[src/rtl/obb_phys_pkg.sv]
// Shared types, constants and saturating arithmetic for the OBB body-state applier.
package obb_phys_pkg;

  localparam int unsigned POS_W   = 32;
  localparam int unsigned OMEGA_W = 11;
  localparam int unsigned ANGLE_W = 10;

  localparam logic signed [POS_W-1:0] OBB_GRAVITY = 32'sd64;

  typedef struct packed {
    logic signed [POS_W-1:0]   pos_x;
    logic signed [POS_W-1:0]   pos_y;
    logic signed [POS_W-1:0]   vel_x;
    logic signed [POS_W-1:0]   vel_y;
    logic signed [OMEGA_W-1:0] omega;
    logic [ANGLE_W-1:0]        angle;
  } body_state_t;

  typedef enum logic [1:0] {
    IDLE,
    APPLY_A,
    APPLY_B,
    INTEGRATE
  } applier_state_e;

  // a + b (or a - b when sub) clamped to the signed 32-bit range
  function automatic logic signed [31:0] sat_add32(input logic signed [31:0] a,
                                                   input logic signed [31:0] b,
                                                   input logic               sub);
    logic signed [32:0] s;
    s = sub ? ({a[31], a} - {b[31], b}) : ({a[31], a} + {b[31], b});
    if (s[32] != s[31]) return s[32] ? 32'sh8000_0000 : 32'sh7FFF_FFFF;
    return s[31:0];
  endfunction

  // a + b (or a - b when sub) clamped to the signed 11-bit range
  function automatic logic signed [10:0] sat_add11(input logic signed [10:0] a,
                                                   input logic signed [10:0] b,
                                                   input logic               sub);
    logic signed [11:0] s;
    s = sub ? ({a[10], a} - {b[10], b}) : ({a[10], a} + {b[10], b});
    if (s[11] != s[10]) return s[11] ? 11'sh400 : 11'sh3FF;
    return s[10:0];
  endfunction

endpackage

[src/rtl/obb_body_integrator.sv]
// One-frame integration of a single body: position from velocity, angle from omega.
// Define OBB_GRAVITY_EN to add a saturating gravity term to vel_y after the position step.
module obb_body_integrator
  import obb_phys_pkg::*;
#(
  parameter int unsigned VEL_SHIFT = 4
) (
  input  body_state_t body_i,
  output body_state_t body_o
);

  always_comb begin
    body_o       = body_i;
    body_o.pos_x = body_i.pos_x + (body_i.vel_x >>> VEL_SHIFT);
    body_o.pos_y = body_i.pos_y + (body_i.vel_y >>> VEL_SHIFT);
    body_o.angle = body_i.angle + body_i.omega[ANGLE_W-1:0];
`ifdef OBB_GRAVITY_EN
    body_o.vel_y = sat_add32(body_i.vel_y, OBB_GRAVITY, 1'b0);
`else
    body_o.vel_y = body_i.vel_y;
`endif
  end

endmodule

[src/rtl/obb_impulse_applier.sv]
// Write-back end of the box-box resolver: applies contact impulses/nudges to a body
// register file and integrates all bodies once per frame (gravity via OBB_GRAVITY_EN).
module obb_impulse_applier
  import obb_phys_pkg::*;
#(
  parameter int unsigned NUM_BODIES = 4,
  parameter int unsigned IDX_W      = $clog2(NUM_BODIES),
  parameter int unsigned VEL_SHIFT  = 4
) (
  input  logic                      clk,
  input  logic                      reset,
  input  logic                      contact_valid,
  output logic                      contact_ready,
  input  logic [IDX_W-1:0]          contact_a_idx,
  input  logic [IDX_W-1:0]          contact_b_idx,
  input  logic signed [31:0]        impulse_x,
  input  logic signed [31:0]        impulse_y,
  input  logic signed [31:0]        nudge_x,
  input  logic signed [31:0]        nudge_y,
  input  logic signed [10:0]        rotational_impulse,
  output logic                      contact_err,
  input  logic                      frame_start,
  output logic                      frame_done,
  input  logic                      body_wr_en,
  input  logic [IDX_W-1:0]          body_wr_idx,
  input  logic signed [31:0]        wr_pos_x,
  input  logic signed [31:0]        wr_pos_y,
  input  logic signed [31:0]        wr_vel_x,
  input  logic signed [31:0]        wr_vel_y,
  input  logic signed [10:0]        wr_omega,
  input  logic [IDX_W-1:0]          body_rd_idx,
  output logic signed [31:0]        rd_pos_x,
  output logic signed [31:0]        rd_pos_y,
  output logic signed [31:0]        rd_vel_x,
  output logic signed [31:0]        rd_vel_y,
  output logic signed [10:0]        rd_omega,
  output logic [9:0]                rd_angle
);

  applier_state_e      state_q;
  logic [IDX_W-1:0]    cnt_q;
  logic [IDX_W-1:0]    a_idx_q;
  logic [IDX_W-1:0]    b_idx_q;
  logic signed [31:0]  imp_x_q;
  logic signed [31:0]  imp_y_q;
  logic signed [31:0]  nud_x_q;
  logic signed [31:0]  nud_y_q;
  logic signed [10:0]  rot_q;
  logic                pending_q;
  logic                contact_err_q;
  logic                frame_done_q;

  body_state_t         body_q [NUM_BODIES];
  body_state_t         body_d [NUM_BODIES];
  body_state_t         integ_body;
  body_state_t         rd_body;

  logic                contact_fire;
  logic                contact_bad;
  logic                last_body;

  assign contact_ready = (state_q == IDLE) && !body_wr_en;
  assign contact_fire  = contact_valid && contact_ready;
  assign contact_bad   = (contact_a_idx == contact_b_idx) ||
                         (32'(contact_a_idx) >= NUM_BODIES) ||
                         (32'(contact_b_idx) >= NUM_BODIES);
  assign last_body     = (cnt_q == IDX_W'(NUM_BODIES - 1));

  assign contact_err   = contact_err_q;
  assign frame_done    = frame_done_q;

  obb_body_integrator #(
    .VEL_SHIFT (VEL_SHIFT)
  ) u_integrator (
    .body_i (body_q[cnt_q]),
    .body_o (integ_body)
  );

  assign rd_body  = body_q[body_rd_idx];
  assign rd_pos_x = rd_body.pos_x;
  assign rd_pos_y = rd_body.pos_y;
  assign rd_vel_x = rd_body.vel_x;
  assign rd_vel_y = rd_body.vel_y;
  assign rd_omega = rd_body.omega;
  assign rd_angle = rd_body.angle;

  // Register-file next state: host write, contact halves, or one integrated body
  always_comb begin
    body_d = body_q;
    unique case (state_q)
      IDLE: begin
        if (body_wr_en) begin
          body_d[body_wr_idx].pos_x = wr_pos_x;
          body_d[body_wr_idx].pos_y = wr_pos_y;
          body_d[body_wr_idx].vel_x = wr_vel_x;
          body_d[body_wr_idx].vel_y = wr_vel_y;
          body_d[body_wr_idx].omega = wr_omega;
          body_d[body_wr_idx].angle = '0;
        end
      end
      APPLY_A: begin
        body_d[a_idx_q].vel_x = sat_add32(body_q[a_idx_q].vel_x, imp_x_q, 1'b0);
        body_d[a_idx_q].vel_y = sat_add32(body_q[a_idx_q].vel_y, imp_y_q, 1'b0);
        body_d[a_idx_q].pos_x = body_q[a_idx_q].pos_x + nud_x_q;
        body_d[a_idx_q].pos_y = body_q[a_idx_q].pos_y + nud_y_q;
        body_d[a_idx_q].omega = sat_add11(body_q[a_idx_q].omega, rot_q, 1'b0);
      end
      APPLY_B: begin
        body_d[b_idx_q].vel_x = sat_add32(body_q[b_idx_q].vel_x, imp_x_q, 1'b1);
        body_d[b_idx_q].vel_y = sat_add32(body_q[b_idx_q].vel_y, imp_y_q, 1'b1);
        body_d[b_idx_q].pos_x = body_q[b_idx_q].pos_x - nud_x_q;
        body_d[b_idx_q].pos_y = body_q[b_idx_q].pos_y - nud_y_q;
        body_d[b_idx_q].omega = sat_add11(body_q[b_idx_q].omega, rot_q, 1'b1);
      end
      INTEGRATE: begin
        body_d[cnt_q] = integ_body;
      end
      default: ;
    endcase
  end

  // Control FSM, contact latch and register file update
  always_ff @(posedge clk) begin
    if (reset) begin
      state_q       <= IDLE;
      cnt_q         <= '0;
      a_idx_q       <= '0;
      b_idx_q       <= '0;
      imp_x_q       <= '0;
      imp_y_q       <= '0;
      nud_x_q       <= '0;
      nud_y_q       <= '0;
      rot_q         <= '0;
      pending_q     <= 1'b0;
      contact_err_q <= 1'b0;
      frame_done_q  <= 1'b0;
      for (int unsigned i = 0; i < NUM_BODIES; i++) body_q[i] <= '0;
    end else begin
      body_q        <= body_d;
      contact_err_q <= 1'b0;
      frame_done_q  <= 1'b0;
      unique case (state_q)
        IDLE: begin
          if (contact_fire) begin
            a_idx_q <= contact_a_idx;
            b_idx_q <= contact_b_idx;
            imp_x_q <= impulse_x;
            imp_y_q <= impulse_y;
            nud_x_q <= nudge_x;
            nud_y_q <= nudge_y;
            rot_q   <= rotational_impulse;
            if (contact_bad) contact_err_q <= 1'b1;
            else             state_q       <= APPLY_A;
            if (frame_start) pending_q <= 1'b1;
          end else if (frame_start || pending_q) begin
            cnt_q   <= '0;
            state_q <= INTEGRATE;
          end
        end
        APPLY_A: begin
          state_q <= APPLY_B;
          if (frame_start) pending_q <= 1'b1;
        end
        APPLY_B: begin
          state_q <= IDLE;
          if (frame_start) pending_q <= 1'b1;
        end
        INTEGRATE: begin
          // Pulses arriving mid-frame coalesce into the frame being run
          if (last_body) begin
            frame_done_q <= 1'b1;
            pending_q    <= 1'b0;
            state_q      <= IDLE;
          end else begin
            cnt_q <= cnt_q + 1'b1;
          end
        end
        default: state_q <= IDLE;
      endcase
    end
  end

endmodule

[config.mk]
export PLATFORM = sky130hd
export DESIGN_NAME = obb_impulse_applier
export DESIGN_NICKNAME = d
export VERILOG_FILES = /design/src/rtl/obb_phys_pkg.sv /design/src/rtl/obb_body_integrator.sv /design/src/rtl/obb_impulse_applier.sv
export SDC_FILE = /design/constraint.sdc
export NUM_CORES = 2
export LEC_CHECK = 0
export CAP_MARGIN = 0
export CORE_UTILIZATION = 30
export CTS_CLUSTER_DIAMETER = 80
export DETAILED_ROUTE_END_ITERATION = 16
export SKIP_CTS_REPAIR_TIMING = 1
export SYNTH_ARGS = -nofsm -noshare
export SYNTH_HDL_FRONTEND = slang
export SYNTH_SLANG_ARGS = --single-unit
[constraint.sdc]
create_clock -name clk -period 6.4 [get_ports clk]
set_input_delay 1.28 -clock clk [delete_from_list [all_inputs] [get_ports clk]]
set_output_delay 1.28 -clock clk [all_outputs]
set_load 0.02 [all_outputs]
==> out/qor.yml <==
slew_headroom_pct: 9.40
numPortBuffers: 442
r2r_setup_slack_ps: 690
ant_nets: 0
drv_slew: 0
first_global_vias: 79200
final-setup-viol-count: 0
drt-vias-per-instance: 6.95
status: "finished, final reports clean"
arrival_ps: 6420
grt_pass1_wl_mm: 609
mostFrequentLayoutCells: "nand2_1 (1345), a21oi_1 (818), dfxtp_1 (738), nor2_1 (606), mux4_2 (599)"
vias: 84700
path_delay_family: "compound AO/OA/AOI/OAI gates"
power_density_mw_per_mm2: 441
crit_start: "cnt_q[1]$_SDFFE_PP0P_"
rsz0062_at_grt: "no"
die_area_mm2: 0.245
crit_required_ps: 7120
layout_commonest_cell: "nand2_1"
syn_area_mm2: 0.0728
yosysUniqueCellTypes: 96
fp-row-count: 180
max_slew.worst_pin.slew_ps: 1350
finalClockSkew_ps: 39.2
clk_pin_slew_worst_paths_ps: 60
grt_overflow: 0
drt_iter0_markers: 14900
drt-total-wl_mm: 442
start_util_pct: 30.2
cts.root.buffer_cell: "clkbuf_16"
synth_edf_count: 0
post_drt_wl_per_cell_um: 36.3
ir_drop_mv: 0.434
nNetsFinal: 9546
ff2ff_path_depth: 16
final.min_clock_period_ps: 5710
drv_cap: 0
r2r_start: "cnt_q[1]$_SDFFE_PP0P_"
critical_path.max_fanout: 21
die_w_um: 495
syn-num-nets: 9409
start_kind: "flip-flop"
hp-class: "flip-flop to flip-flop"
cp-end-kind: "flip-flop"
ys_warn_count: 0
grt_antenna_before_repair: 55
clock_sinks: 746
gp_congestion: 1.05
crit_buf_inv: 4
ys.flop_type: "dfxtp_1"
core_region_area_mm2: 0.241
synthArstFlopShare_pct: 0
ys_seq_area_share_pct: 20.5
worstSetupPathDepth: 16
track_usage_pct: 34.6
syn-mean-instance-area_um2: 8.32
period_share_pct: 89.2
htree_levels: 3
drc_errors: 0
crit_top_cell: "buf_4"
drive_gt1_share_pct: 14.2
ys_seq_elements: 746
dp_hpwl_mm: 312
finalInstanceArea_mm2: 0.0854
drtPass1Iterations: 17
path_cells: "buf_4 > mux4_2 > ha_1 > o21ai_0 > o2111ai_1 > a221oi_2 > buf_4 > nor3_1 > nor4_2 > buf_4 > o21ai_0 > nor4_1 > nor3_1 > buf_4 > a221oi_1 > a211oi_1"
clock.fmax_ghz: 0.175
cp_slowest_stage_delay_ps: 770
setup-tns-final_ps: 0
numCtsBuffers: 109
clk_latency_ps: 830
clockBufferDepth: 3
synthCells: 8753
grt_max_degree: 146
critPathKind: "flip-flop to flip-flop"
power_leakage_nw: 30.0
finalHoldViolations: 0
syn_to_final_growth_pct: 17.3
critPathSlowestCell: "dfxtp_4"
cts_tree: "done"
pin_count: 443
placedInstanceArea_mm2: 0.0816
die_height_um: 495
## synthesized netlist by cell type (all sizes together) (173+ instances only)
master | instances | area share [%]
a221oi | 173 | 2.1
o21ai | 485 | 3.3
a222oi | 232 | 3.2
mux4 | 599 | 19
clkbuf | 568 | 2.9
ha | 352 | 6.0
nor2 | 631 | 3.3
nand2 | 1351 | 7.0
a21oi | 818 | 5.6
xnor2 | 184 | 2.2
dfxtp | 746 | 21
inv | 256 | 1.3
## how the worst min path moves through the flow
stage                               endpoint  cells after the start                      from
floorplan           imp_x_q[10]$_SDFFE_PP0P_                      2  imp_x_q[10]$_SDFFE_PP0P_
global placement    body_q[304]$_SDFFE_PP0N_                      2  body_q[304]$_SDFFE_PP0N_
detailed placement  body_q[303]$_SDFFE_PP0N_                      2  body_q[303]$_SDFFE_PP0N_
CTS                 body_q[303]$_SDFFE_PP0N_                      2  body_q[303]$_SDFFE_PP0N_
global route        body_q[303]$_SDFFE_PP0N_                      2  body_q[303]$_SDFFE_PP0N_
finish              body_q[300]$_SDFFE_PP0N_                      2  body_q[300]$_SDFFE_PP0N_
## layout make-up
type	count	area (um2)
Sequential cell	746	15000
Tap cell	3185	3990
Antenna cell	21	52.6
Multi-Input combinational cell	7039	54600
Timing Repair Buffer	737	7180
Inverter	257	965
Clock inverter	54	627
Clock buffer	149	3070
Fill cell	24700	156000
## routing by layer
layer  global-route usage [%]  vias to the layer above  routed length, um
met5                    0.391                        -                432
met3                     13.1                     1865              66000
met2                     48.9                     7473             177000
li1                         -                    34200                  -
met4                     26.2                       60              40000
met1                     42.4                    41100             159000
## where the power goes
group	total (mW)	internal, mW	switching (mW)
Combinational	24.6	8.11	16.5
Clock	6.53	3.76	2.77
Sequential	6.53	5.34	1.19
## tightest hold or removal path, stage by stage, from the launching register on
cell,delay [ps]
dfxtp_1,310
nand3_1,60
a21oi_1,60
## cell families after synthesis
logic type                 share of synthesized area [%]
AOI/OAI and AO/OA                                   28.6
xor gates and xnor gates                            3.55
adders and majority gates                           6.58
buffers and inverters                               5.08
DFF                                                 20.5
muxes                                               20.8
and+or+nand+nor                                     14.9
## through the flow
step	util, %	hold slack, ps	total power [mW]	instances	setup WS (ps)
6_report	35.4	482	37.7	12200	693
5_1_grt	35.4	507	38.7	12200	560
4_1_cts	35.4	482	36.4	12200	853
3_5_place_dp	33.9	475	29.9	12000	895
3_3_place_gp	33.9	463	29.7	12000	1010
2_1_floorplan	-	454	20.5	8753	827
(Power assumes the default switching activity.)
